[src/rtl/byte_lane_arbiter_pkg.sv]
// Shared definitions for the byte-lane arbiter: FSM state encoding and default sizing.
package byte_lane_arbiter_pkg;

  typedef enum logic {
    IDLE  = 1'b0,
    GRANT = 1'b1
  } arb_state_t;

  localparam int DEF_N_REQ    = 4;
  localparam int DEF_DW       = 8;
  localparam int DEF_MAX_HOLD = 4;

endpackage

[src/rtl/byte_lane_arbiter_rr_pick.sv]
// Combinational round-robin search: first requester at or after start, wrapping.
module rr_pick
  import byte_lane_arbiter_pkg::*;
#(
  parameter int N_REQ = DEF_N_REQ,
  localparam int OW = $clog2(N_REQ)
) (
  input  logic [N_REQ-1:0] req,
  input  logic [OW-1:0]    start,
  output logic             found,
  output logic [OW-1:0]    winner
);

  // Walk the ring backwards so the candidate closest to start is written last.
  always_comb begin
    found  = 1'b0;
    winner = '0;
    for (int k = N_REQ - 1; k >= 0; k--) begin
      if (req[(int'(start) + k) % N_REQ]) begin
        found  = 1'b1;
        winner = OW'((int'(start) + k) % N_REQ);
      end
    end
  end

endmodule

[src/rtl/byte_lane_arbiter.sv]
// Round-robin owner of a shared DW-bit bus with bounded burst length and
// an AND-OR data mux driven by byte-replicated grant masks.
module byte_lane_arbiter
  import byte_lane_arbiter_pkg::*;
#(
  parameter int N_REQ    = DEF_N_REQ,
  parameter int DW       = DEF_DW,
  parameter int MAX_HOLD = DEF_MAX_HOLD,
  localparam int OW = $clog2(N_REQ)
) (
  input  logic                clk,
  input  logic                rst,
  input  logic [N_REQ-1:0]    req,
  input  logic [N_REQ*DW-1:0] data_in,
  input  logic                bus_ready,
  output logic [N_REQ-1:0]    gnt,
  output logic [OW-1:0]       owner,
  output logic                bus_valid,
  output logic [DW-1:0]       bus_data
);

  localparam int HW = $clog2(MAX_HOLD + 1);

  arb_state_t       state_q, state_d;
  logic [N_REQ-1:0] gnt_q, gnt_d;
  logic [OW-1:0]    owner_q, owner_d;
  logic [HW-1:0]    hold_q, hold_d;

  logic [OW-1:0]    start;
  logic             found;
  logic [OW-1:0]    winner;
  logic             xfer;
  logic             last_xfer;
  logic [DW-1:0]    masked [N_REQ];

  // Both the idle pick and the release pick begin one past the current owner.
  assign start = (owner_q == OW'(N_REQ - 1)) ? '0 : owner_q + OW'(1);

  rr_pick #(.N_REQ(N_REQ)) u_pick (
    .req    (req),
    .start  (start),
    .found  (found),
    .winner (winner)
  );

  assign bus_valid = (|gnt_q) && req[owner_q];
  assign xfer      = bus_valid && bus_ready;
  assign last_xfer = xfer && (hold_q == HW'(MAX_HOLD - 1));

  always_comb begin
    state_d = state_q;
    gnt_d   = gnt_q;
    owner_d = owner_q;
    hold_d  = hold_q;
    case (state_q)
      IDLE: begin
        if (found) begin
          gnt_d   = N_REQ'(1) << winner;
          owner_d = winner;
          hold_d  = '0;
          state_d = GRANT;
        end
      end
      GRANT: begin
        if (!req[owner_q] || last_xfer) begin
          if (found) begin
            gnt_d   = N_REQ'(1) << winner;
            owner_d = winner;
            hold_d  = '0;
          end else begin
            gnt_d   = '0;
            hold_d  = '0;
            state_d = IDLE;
          end
        end else if (xfer) begin
          hold_d = hold_q + HW'(1);
        end
      end
      default: state_d = IDLE;
    endcase
  end

  always_ff @(posedge clk) begin
    if (rst) begin
      state_q <= IDLE;
      gnt_q   <= '0;
      owner_q <= OW'(N_REQ - 1);
      hold_q  <= '0;
    end else begin
      state_q <= state_d;
      gnt_q   <= gnt_d;
      owner_q <= owner_d;
      hold_q  <= hold_d;
    end
  end

  for (genvar i = 0; i < N_REQ; i++) begin : g_mask
    assign masked[i] = data_in[i*DW +: DW] & {DW{gnt_q[i]}};
  end

  always_comb begin
    bus_data = '0;
    for (int i = 0; i < N_REQ; i++) begin
      bus_data = bus_data | masked[i];
    end
  end

  assign gnt   = gnt_q;
  assign owner = owner_q;

endmodule

[config.mk]
export PLATFORM = sky130hd
export DESIGN_NAME = byte_lane_arbiter
export DESIGN_NICKNAME = d
export VERILOG_FILES = /design/src/rtl/byte_lane_arbiter_pkg.sv /design/src/rtl/byte_lane_arbiter_rr_pick.sv /design/src/rtl/byte_lane_arbiter.sv
export SDC_FILE = /design/constraint.sdc
export NUM_CORES = 1
export LEC_CHECK = 0
export ABC_CLOCK_PERIOD_IN_PS = 2300
export CAP_MARGIN = 20
export CORE_UTILIZATION = 35
export CTS_BUF_LIST = sky130_fd_sc_hd__clkbuf_4 sky130_fd_sc_hd__clkbuf_8
export DETAILED_ROUTE_END_ITERATION = 8
export GPL_ROUTABILITY_DRIVEN = 0
export PLACE_DENSITY = 0.79
export SLEW_MARGIN = 20
export SYNTH_ARGS = -nofsm -noshare
export SYNTH_HDL_FRONTEND = slang
export SYNTH_HIERARCHICAL = 1
export SYNTH_SLANG_ARGS = --single-unit
[constraint.sdc]
create_clock -name clk -period 2.3 [get_ports clk]
set_clock_uncertainty 0.15 [all_clocks]
set_input_delay 0.46 -clock clk [delete_from_list [all_inputs] [get_ports clk]]
set_output_delay 0.46 -clock clk [all_outputs]
set_load 0.05 [all_outputs]
======== Yosys cells after proc, flatten, opt, wreduce, memory -nomap -nowiden ========
Cells that the tools add are included.
word-level totals
  register bits after elaboration ......... 10
  input bits .............................. 39
  output and inout port bits .............. 15
  word-level logic and storage cells ...... 78
cells by class
  add/sub/neg operators ................... 5
  magnitude comparators ................... 5
  equality and inequality tests ........... 5
  shift-type cells ........................ 1
  multiplexer cells ....................... 36
  bitwise operators ....................... 11
  reduce and logical (&&, ||, !) cells .... 11
operators with widths
  kind                   count
  $and A8 B8 Y8          4
  $or A8 B8 Y8           3
  $mux W1                14
  $mux W2                7
  $lt A3 B4 Y1 const B   3
  $mux W4                3
  $bmux W1 S2            5
  $mux W3                3
  $pmux W4 S2            1
  $lt A2 B3 Y1 const B   2
  $pmux W3 S2            1
  $reduce_or A2 Y1       3
  $add A2 B1 Y2 const B  2
  $add A2 B2 Y2 const B  2
  $pmux W2 S2            1
  $reduce_and A2 Y1      2
  $reduce_or A4 Y1       1
  $shl A1 B2 Y4 const A  1
  $add A3 B1 Y3 const B  1
  $and A1 B1 Y1 const A  3
  $eq A3 B2 Y1 const B   1
  $logic_and A1 B1 Y1    3
  $ne A3 B1 Y1 const B   1
  $eq A2 B2 Y1 const B   1
  6 further kinds        6

======== Longest topological paths before layout ========
  depth in word-level cells ............... 16
  gate-level depth with buffers ........... 8
  depth with buffers taken out ............ 8

======== Modules after synthesis ========
The synthesis kept the hierarchy.
by module, submodules not included
  module             times used  cells each  area an instance (sq um)
  byte_lane_arbiter  1           85          737.0
  rr_pick            1           13          77.6

======== Worst setup path after synthesis ========
OpenSTA, ideal clock, no wires.
  path type ............................... register to output
  from .................................... register owner_q[0] (netlist: owner[0])
  to ...................................... output port bus_valid
  arrival time ............................ 2279 ps
  data required time ...................... 1690 ps
  slack ................................... -589 ps
  cell stages (with the launch flop) ...... 4
  buffers on the path ..................... 0
  path through ............................ dfxtp_1 > mux2_4 > nor2_1 > a211oi_1
on the way
  word-level cells in the longest chain between the ends .. 3
RTL lines
  what                           RTL line                 source
  start, declared                byte_lane_arbiter.sv:26  logic [OW-1:0] owner_q, owner_d;
  start signal, assigned         byte_lane_arbiter.sv:87  owner_q <= OW'(N_REQ - 1);
  start signal, assigned         byte_lane_arbiter.sv:92  owner_q <= owner_d;
  $bmux W1 S2                    byte_lane_arbiter.sv:46  assign bus_valid = (|gnt_q) && req[owner_q];
  $mux W1 (implied by the code)  byte_lane_arbiter.sv:46
  $logic_and A1 B1 Y1            byte_lane_arbiter.sv:46
  end, declared                  byte_lane_arbiter.sv:18  output logic bus_valid,
No other way between the ends. The select of a mux whose other input is x is not followed.

======== Final worst setup path ========
  from .................................... input port req[2]
  to ...................................... output port bus_valid
on the way
  word-level cells in the longest chain between the ends .. 3
RTL lines
  what                           RTL line                 source
  start, declared                byte_lane_arbiter.sv:13  input logic [N_REQ-1:0] req,
  $bmux W1 S2                    byte_lane_arbiter.sv:46
  $mux W1 (implied by the code)  byte_lane_arbiter.sv:46
  $logic_and A1 B1 Y1            byte_lane_arbiter.sv:46
No other way between the ends. The select of a mux whose other input is x is not followed.

==> reports/metrics.cfg <==
[yosys]
yosys_warnings=6
syn_inst=98
seq_area_frac_synth=0.246
synthesis.nets=140
synth_area_sq_um=815
syn_avg_cell_area_sq_um=8.31
synth_seq_cells=10
synth.distinct_cells=39

[routing]
routed_wl_mm=2.66
final_antenna_net_count=0
vias_per_cell=5.60
wl_per_cell_um=14.6
dr.first_iter.drc_count=25
vias=1019
dr.pass1.iters=4
drc_errors=0

[global_route]
grt_max_degree=13
track_usage=0.222
overflow=0
grt_pass1_vias=969
antenna_found_initial=0
grt_pass1_wl_mm=4.28

[timing]
drv_slew=0
finalSetupTns_ns=0
worstMarginPinSlew_ns=0.507
fmax_ghz=0.447
hold_violations=0
fin_crit_ns=2.24
rsz0062_at_grt=no
setup_violations=0
max_slew_margin=0.662
period_share=0.973

[outcome]
status=completed

[clocking]
cts_buffer_depth=2
cts-root-buf=clkbuf_4
clock_latency_ns=0.26
cts-htree-levels=1
clkTransAtPathRegs_ns=0.05
cts.sinks=10
cts_hold_buf=0
cts_tree=yes
cts-buffers-inserted=3

[worst_setup_path]
path_class=in2out
worstPathArrival_ns=1.63
worstPathMaxFanout=4
reg2reg_slack_ns=0.25
crit_path_end_kind=primary output
cp.required_ns=1.69
cp-start-kind=input port

[flow_run]
drv_cap=0

[floorplan]
core_area_sq_um=2210
ioPinCount=54
die_x_um=50.2
initial_utilization=0.368
die-height_um=50.2
fp.dieArea_sq_um=2520
rows=17

[finish]
final_cell_mix=clkdlybuf4s50_1, a22oi_1, nand2_1
fin_nets=198
multi_input_area_sq_um=593
drive_gt1_frac=0.195
final_common_cell=clkdlybuf4s50_1
area_growth_pct=86.5
antenna-diode-count=0
regArea_sq_um=200
fill_cells=175

[worst_hold_path]
hold_path_class=reg2reg

[placed_design]
dp_hpwl_mm=2.17
portBuffers=53

[power_and_ir_drop]
p_total_uw=1170
peakVddDrop_mv=0.467
p_leak_uw=0.000606
power_density_nw_per_um2=773

[critical path, stage by stage]
cell,delay (ns)
clkdlybuf4s50_1,0.54
mux2i_2,0.15
a211oi_4,0.30
buf_12,0.17
[what timing repair did]
action                     CTS  global route
buffers inserted             0             0
resized for setup            0             2
setup endpoints to repair    0             2
[state kept, by name, indices dropped and copies added (netlist names)]
register	flops
hold_q	3
state_q	1
owner	2
gnt	4
[report_power, final]
part / total [uW] / switching, uW / internal, uW
clock network: 113 / 52.9 / 60.1
logic: 816 / 432 / 384
registers: 245 / 50.8 / 194
total: 1170 / 535 / 639
[cell usage after synthesis]
cell type / number / share of area
a211oi_1: 2 / 0.018
a211oi_2: 1 / 0.015
a21oi_1: 3 / 0.018
a221o_1: 1 / 0.012
a22o_1: 1 / 0.011
a22oi_1: 16 / 0.15
a2bb2oi_2: 1 / 0.018
a32o_1: 2 / 0.025
and2_1: 1 / 0.0077
and2_4: 1 / 0.011
and3_1: 1 / 0.0077
clkbuf_1: 5 / 0.023
dfxtp_1: 10 / 0.25
ha_1: 3 / 0.046
inv_1: 3 / 0.014
inv_2: 1 / 0.0046
mux2_4: 1 / 0.018
mux2i_1: 2 / 0.025
mux2i_2: 1 / 0.017
nand2_1: 12 / 0.055
nand2b_1: 2 / 0.015
nand2b_4: 1 / 0.017
nor2_1: 8 / 0.037
nor2b_1: 2 / 0.015
nor3_1: 1 / 0.0061
nor3b_1: 1 / 0.0092
nor4_1: 1 / 0.0077
o2111ai_1: 1 / 0.011
o211ai_1: 1 / 0.0092
o21ai_1: 2 / 0.012
o22a_1: 1 / 0.011
o22ai_1: 1 / 0.0077
o2bb2ai_1: 2 / 0.022
o311ai_1: 1 / 0.011
o31a_1: 1 / 0.011
o31ai_4: 1 / 0.026
o32ai_1: 1 / 0.011
o41a_1: 1 / 0.014
or3_1: 1 / 0.0077
[area by class of cell]
cell class	count	share of cell area
Timing Repair Buffer	58	0.430
Tap cell	28	0.0231
Clock buffer	3	0.0148
Inverter	4	0.00988
Sequential cell	10	0.132
Multi-Input combinational cell	79	0.390
[final timing paths]
check	startpoint	to	cells past startpoint
min	hold_q[2]	hold_q[2]	2
max	req[2]	bus_valid	4
max reg2reg	owner[1]	gnt[1]	6
min reg2reg	hold_q[2]	hold_q[2]	2
[through the flow]
stage	worst slack, ns	instances	instance area, sq um	util	hold slack, ns
2_1_floorplan	0.0550	98	827	-	0.291
3_3_place_gp	0.0672	179	1490	0.674	0.300
3_5_place_dp	0.0414	179	1490	0.674	0.310
4_1_cts	0.0324	182	1510	0.684	0.319
5_1_grt	0.0134	182	1520	0.687	0.355
6_report	0.0613	182	1520	0.687	0.319
[kinds of logic after synthesis]
family | after synthesis | synth area share
AO/OA/AOI/OAI | 40 | 0.410
buffers and inverters | 9 | 0.0415
flip-flops | 10 | 0.246
adder cells (fa/ha/maj) | 3 | 0.0461
AND/OR/NAND/NOR | 32 | 0.197
multiplexers | 4 | 0.0599
[per-layer routing]
layer,up-vias,track usage,part of all wire
li1,493,-,-
met1,469,0.252,0.41
met2,55,0.404,0.49
met3,2,0.0636,0.099
met4,0,0.0429,0.0030
met5,-,0,0
(Power assumes the default switching activity.)
